## src/rtl/display_pkg.sv

```systemverilog
// Shared constants and state encoding for the seven-segment display scheduler.
package display_pkg;

  localparam logic [3:0] GLYPH_A   = 4'hA;
  localparam logic [3:0] GLYPH_R   = 4'hB;
  localparam logic [3:0] GLYPH_G   = 4'hC;
  localparam logic [3:0] GLYPH_E   = 4'hD;
  localparam logic [3:0] GLYPH_EQ  = 4'hE;
  localparam logic [3:0] GLYPH_OFF = 4'hF;

  localparam logic [15:0] BLANK_WORD = {4{GLYPH_OFF}};

  typedef enum logic [1:0] {
    IDLE      = 2'd0,
    SHOW_MIN  = 2'd1,
    SHOW_OPEN = 2'd2
  } sched_state_t;

endpackage

```

## src/rtl/priority_pick.sv

```systemverilog
// 3-bit fixed-priority one-hot selector; bit 0 wins. Purely combinational.
module priority_pick (
  input  logic [2:0] req,
  output logic [2:0] pick
);

  always_comb begin
    pick = 3'b000;
    if (req[0])      pick = 3'b001;
    else if (req[1]) pick = 3'b010;
    else if (req[2]) pick = 3'b100;
  end

endmodule

```

## src/rtl/display_scheduler.sv

```systemverilog
// Arbitrates the display glyph word between alert/message/score with a minimum hold and blink.
// All outputs registered; a request seen in IDLE is on screen one edge later.
module display_scheduler
  import display_pkg::*;
#(
  parameter int HOLD_CYCLES  = 100_000_000,
  parameter int BLINK_CYCLES = 25_000_000
) (
  input  logic        clk,
  input  logic        rst,
  input  logic [2:0]  req,
  input  logic [2:0]  blink,
  input  logic [15:0] gfx0,
  input  logic [15:0] gfx1,
  input  logic [15:0] gfx2,
  output logic [15:0] graphics,
  output logic [2:0]  grant,
  output logic        start
);

  localparam int HW = (HOLD_CYCLES  > 1) ? $clog2(HOLD_CYCLES)  : 1;
  localparam int BW = (BLINK_CYCLES > 1) ? $clog2(BLINK_CYCLES) : 1;
  localparam logic [HW-1:0] HOLD_LOAD  = HW'(HOLD_CYCLES - 1);
  localparam logic [BW-1:0] BLINK_LOAD = BW'(BLINK_CYCLES - 1);

  sched_state_t  state, nxt_state;
  logic [HW-1:0] hold_cnt, hold_nxt;
  logic [BW-1:0] blink_cnt, blink_nxt;
  logic          phase_on, phase_nxt;
  logic [2:0]    win, grant_nxt;
  logic          load;
  logic [15:0]   word_sel, graphics_nxt;
  logic          blink_sel;

  priority_pick u_pick (
    .req  (req),
    .pick (win)
  );

  always_ff @(posedge clk or posedge rst) begin
    if (rst) begin
      state     <= IDLE;
      hold_cnt  <= '0;
      blink_cnt <= '0;
      phase_on  <= 1'b1;
      grant     <= 3'b000;
      start     <= 1'b0;
      graphics  <= BLANK_WORD;
    end else begin
      state     <= nxt_state;
      hold_cnt  <= hold_nxt;
      blink_cnt <= blink_nxt;
      phase_on  <= phase_nxt;
      grant     <= grant_nxt;
      start     <= load;
      graphics  <= graphics_nxt;
    end
  end

  // The last SHOW_MIN cycle arbitrates like SHOW_OPEN, so the earliest
  // change lands exactly HOLD_CYCLES after the grant began.
  always_comb begin
    nxt_state = state;
    load      = 1'b0;
    case (state)
      IDLE: begin
        if (req != 3'b000) begin
          nxt_state = SHOW_MIN;
          load      = 1'b1;
        end
      end
      SHOW_MIN, SHOW_OPEN: begin
        if (state == SHOW_OPEN || hold_cnt == '0) begin
          if (req == 3'b000) begin
            nxt_state = IDLE;
          end else if (win != grant) begin
            nxt_state = SHOW_MIN;
            load      = 1'b1;
          end else begin
            nxt_state = SHOW_OPEN;
          end
        end
      end
      default: nxt_state = IDLE;
    endcase
  end

  always_comb begin
    grant_nxt = grant;
    hold_nxt  = hold_cnt;
    blink_nxt = blink_cnt;
    phase_nxt = phase_on;
    if (load) begin
      grant_nxt = win;
      hold_nxt  = HOLD_LOAD;
      blink_nxt = BLINK_LOAD;
      phase_nxt = 1'b1;
    end else begin
      if (nxt_state == IDLE) grant_nxt = 3'b000;
      if (state == SHOW_MIN && hold_cnt != '0) hold_nxt = hold_cnt - HW'(1);
      if (state != IDLE) begin
        if (blink_cnt == '0) begin
          blink_nxt = BLINK_LOAD;
          phase_nxt = ~phase_on;
        end else begin
          blink_nxt = blink_cnt - BW'(1);
        end
      end
    end
  end

  // The word and blink enable follow the next grant so graphics lines up with it.
  always_comb begin
    word_sel  = BLANK_WORD;
    blink_sel = 1'b0;
    case (grant_nxt)
      3'b001:  begin word_sel = gfx0; blink_sel = blink[0]; end
      3'b010:  begin word_sel = gfx1; blink_sel = blink[1]; end
      3'b100:  begin word_sel = gfx2; blink_sel = blink[2]; end
      default: begin word_sel = BLANK_WORD; blink_sel = 1'b0; end
    endcase
    graphics_nxt = (blink_sel && !phase_nxt) ? BLANK_WORD : word_sel;
  end

endmodule

```

## config.mk

```make
export PLATFORM = sky130hd
export DESIGN_NAME = display_scheduler
export DESIGN_NICKNAME = d
export VERILOG_FILES = /design/src/rtl/display_pkg.sv /design/src/rtl/priority_pick.sv /design/src/rtl/display_scheduler.sv
export SDC_FILE = /design/constraint.sdc
export NUM_CORES = 1
export LEC_CHECK = 0
export CAP_MARGIN = 20
export CORE_MARGIN = 2
export CORE_UTILIZATION = 55
export CTS_CLUSTER_SIZE = 25
export DETAILED_ROUTE_END_ITERATION = 8
export HOLD_SLACK_MARGIN = 0.15
export PLACE_DENSITY = 0.79
export SLEW_MARGIN = 40
export SYNTH_ARGS = -nofsm -noshare
export SYNTH_HDL_FRONTEND = slang
export SYNTH_SLANG_ARGS = --single-unit
```

## constraint.sdc

```tcl
create_clock -name clk -period 8.4 [get_ports clk]
set_clock_uncertainty 0.2 [all_clocks]
set_input_delay 1.68 -clock clk [delete_from_list [all_inputs] [get_ports clk]]
set_output_delay 1.68 -clock clk [all_outputs]
set_load 0.03 [all_outputs]
```

==> metrics.log <==
INFO  metric result_of_the_run = completed
INFO  metric initial_utilization = 57.19%
INFO  metric synth_top_flop_cell = dfrtp_1
INFO  metric switching_share = 21.72%
INFO  metric layout.nets = 565
INFO  metric synth.top_cells.by_count = 58 x dfrtp_1, 53 x nand2_1, 34 x nor2_1
INFO  metric cellPowerDensity = 130.7 nW/um^2
INFO  metric dominant_cell_by_count_in_the_synthesized_netlist = dfrtp_1
INFO  metric synth_simple_gate_area_share = 22.50%
INFO  metric detail_route.wl_per_cell = 15.81 um
INFO  metric period_share = 58.26%
INFO  metric yosysTopAreaCell = dfrtp_1
INFO  metric power.clock.fraction = 41.3%
INFO  metric syn_area = 4193 sq um
INFO  metric fraction_of_layout_cells_with_a_size_suffix_above_1 = 13.41%
INFO  metric power_frac_seq = 53.2%
INFO  metric grt_first_pass_wirelength = 16.17 mm
INFO  metric timing.critical_path.mode_cell = o21ai_0
INFO  metric routed_wl = 9.583 mm
INFO  metric io_pins = 76
INFO  metric grt_antenna_before_repair = 0
INFO  metric setup-violations-final = 0
INFO  metric holdWs = 0.3218 ns
INFO  metric place_congestion = 0.7757
INFO  metric cts_setup_buffers = 0
INFO  metric avgSynthCellArea = 9.728 sq um
INFO  metric async_flop_share = 100.0%
INFO  metric crit_family = compound AO/OA/AOI/OAI gates
INFO  metric setup_crit_path_kind = primary input to flip-flop
INFO  metric post_synth_mux_area_share = 0.2387%
INFO  metric max-vdd-ir-drop = 0.0001313 V
INFO  metric globalRouteMet1Util = 30.27%
INFO  metric worst-path-max-fanout = 36
INFO  metric cp_cell_sequence = clkdlybuf4s50_1, and3b_1, o21ai_0, a41o_1, nand3_4, and3_4, a21oi_2, a22o_1, o21ai_0
INFO  metric port_buffers = 75
INFO  metric cts-resized-gates = 0
INFO  metric synth.top_cells.by_area = dfrtp_1 35%, dfstp_2 11%, nand2_1 4.7%, xnor2_1 4.0%, a21oi_1 3.7%
INFO  metric worst_setup_path_start_kind = primary input
INFO  metric yosys.area_share.xor_xnor = 6.893%
INFO  metric post-layout-total-power = 679.4 uW
INFO  metric cp_peak_stage_delay = 0.58 ns
INFO  metric timing.critical_path.arrival = 4.95 ns
INFO  metric worst_pin_slew = 0.7821 ns
INFO  metric global_route.peak_usage_layer = met2
INFO  metric coreArea = 7331 sq um
INFO  metric hold_vio_cnt_final = 0
INFO  metric cts.clk_slew.worst_paths = 0.09 ns
INFO  metric insertedDiodeCount = 0
INFO  metric area.growth.synth_to_final = 23.96%
INFO  metric hp-class = flip-flop to flip-flop
INFO  metric hold_buffers = 0
INFO  metric drt-initial-drc-count = 164
INFO  metric cts_root_buf = clkbuf_8
INFO  metric share_comb_of_total_power = 5.6%
INFO  metric drcViolationCount = 0
INFO  metric synth_edf_count = 0
INFO  metric cp.required = 8.45 ns
INFO  metric p_leak = 2.020 nW
INFO  metric synth.yosys.warnings = 0
INFO  metric synth_seq_area_share = 45.27%
INFO  metric grt_use_total = 23.94%
INFO  metric tritoncts_clock_tree = yes
INFO  metric die-width = 91.31 um
INFO  metric grt_overflow_total = 0
INFO  metric h-tree-depth = 3
INFO  metric synth_adder_area_share = 2.089%
INFO  metric synthesis.nets = 494
INFO  metric dr.pass1.iters = 4
INFO  metric post-route-util = 70.90%
INFO  metric synth.ff_latch_count = 75
INFO  metric fmaxAchievable = 204.3 MHz
INFO  metric vias = 3467
INFO  metric design.die.area = 8338 sq um
INFO  metric netlist_instances = 431
INFO  metric post-dp-hpwl = 6.881 mm
INFO  metric finalMaxSlewViolations = 0
INFO  metric p_int = 531.9 uW
INFO  metric max_root_sink_buffers = 2
INFO  metric timing.critical_path.slowest_stage_cell = a21oi_2
INFO  metric synth_top_family_by_area = simple AND/OR/NAND/NOR gates
INFO  metric worstSkewPairLatency = 0.35 ns
INFO  metric rows = 31
INFO  metric timing.slew.headroom = 47.86%
INFO  metric power.switching = 147.6 uW
INFO  metric global_route.usage.met2 = 41.54%
INFO  metric post_dp_cell_area = 4984 sq um
INFO  metric synth.top_cell.area_share = 34.62%
INFO  metric first_global_vias = 3479
INFO  metric route.detailed.vias_per_inst = 5.721
INFO  metric postLayoutCellArea = 5197 sq um
INFO  metric cp-end-kind = flip-flop
INFO  metric netlist-cell-type-count = 65
INFO  metric antenna_left = 0
INFO  metric groute.layer.met3.usage = 6.224%
INFO  metric clock_period_minus_final_worst_setup_slack = 4.894 ns
INFO  metric cts.sink_count = 75
INFO  metric grt_max_degree = 76
INFO  metric rsz_0062_raised_after_global_routing = false
INFO  metric maxCapViolCount = 0
INFO  metric cts_buffers = 9
INFO  metric synth_compound_area_share = 19.31%
INFO  metric die_h = 91.31 um
INFO  metric fin_tns_setup = 0 ns
INFO  metric crit_buf_inv = 1
==> final cells by class <==
type / instances / area (sq um)
Multi-Input combinational cell: 324 / 2140
Fill cell: 548 / 2133
Sequential cell: 75 / 1898
Timing Repair Buffer: 78 / 780.7
Clock buffer: 11 / 141.4
Tap cell: 99 / 123.9
Clock inverter: 5 / 61.31
Inverter: 14 / 52.55
==> placed cells by master, fill, tap and decap left out, types with 13 or more instances in the layout <==
master / count
a21oi_1: 31
clkdlybuf4s50_1: 75
dfrtp_1: 58
dfstp_2: 17
inv_1: 13
nand2_1: 53
nor2_1: 34
nor3_1: 14
o21ai_0: 22
xnor2_1: 19
xor2_1: 14
==> power groups by stage <==
stage               Combinational (mW)  Clock, mW  Sequential [mW]
floorplan                      0.00759          0            0.368
global placement                0.0376          0            0.368
detailed placement              0.0383          0            0.368
CTS                             0.0384      0.288            0.361
global route                    0.0411      0.304            0.361
finish                          0.0378      0.280            0.361
==> registers in the layout (all words and copies together) (netlist names) <==
signal / count
blink_cnt: 25
grant: 3
graphics: 16
hold_cnt: 27
phase_on: 1
start: 1
state: 2
==> per-layer routing <==
metal / vias to the layer above / share of wire, %
li1: 1697 / -
met5: - / 0
met4: 0 / 0.89
met1: 1705 / 43
met3: 10 / 2.5
met2: 55 / 53
==> worst reg2reg max path: cells and delay by family, from the launching register on <==
kind	cells	cell delay, ns
flip-flops	1	0.40
AO/OA/AOI/OAI	4	1.50
AND/OR/NAND/NOR	4	1.72
adder cells (fa/ha/maj)	1	0.17
buffers and inverters	1	0.09
==> path summary, 6_finish.rpt <==
| check | startpoint | to | slack [ns] | depth (start not counted) |
|---|---|---|---|---|
| worst max-delay path | req[1] | graphics[15] | 3.51 | 9 |
| worst min-delay path | blink_cnt[18] | blink_cnt[18] | 0.32 | 2 |
| worst max register to register | hold_cnt[0] | graphics[15] | 4.23 | 10 |
| worst min register to register | blink_cnt[18] | blink_cnt[18] | 0.32 | 2 |
| max in group asynchronous | rst | hold_cnt[3] | 5.91 | 3 |
| min in group asynchronous | rst | blink_cnt[2] | 1.63 | 3 |
==> cell families after synthesis <==
family                     count (synthesis)
DFF                                       75
adders and majority gates                  7
xor gates and xnor gates                  33
and+or+nand+nor                          175
AOI/OAI and AO/OA                        108
buffers and inverters                     32
muxes                                      1
==> per-stage QoR <==
step / worst slack (ns) / instances
global placement: 3.297 / 589
finish: 3.506 / 606
detailed placement: 3.108 / 589
CTS: 3.505 / 605
global route: 3.226 / 606
floorplan: 4.476 / 431
No activity file was read; power rests on OpenSTA's default activity.
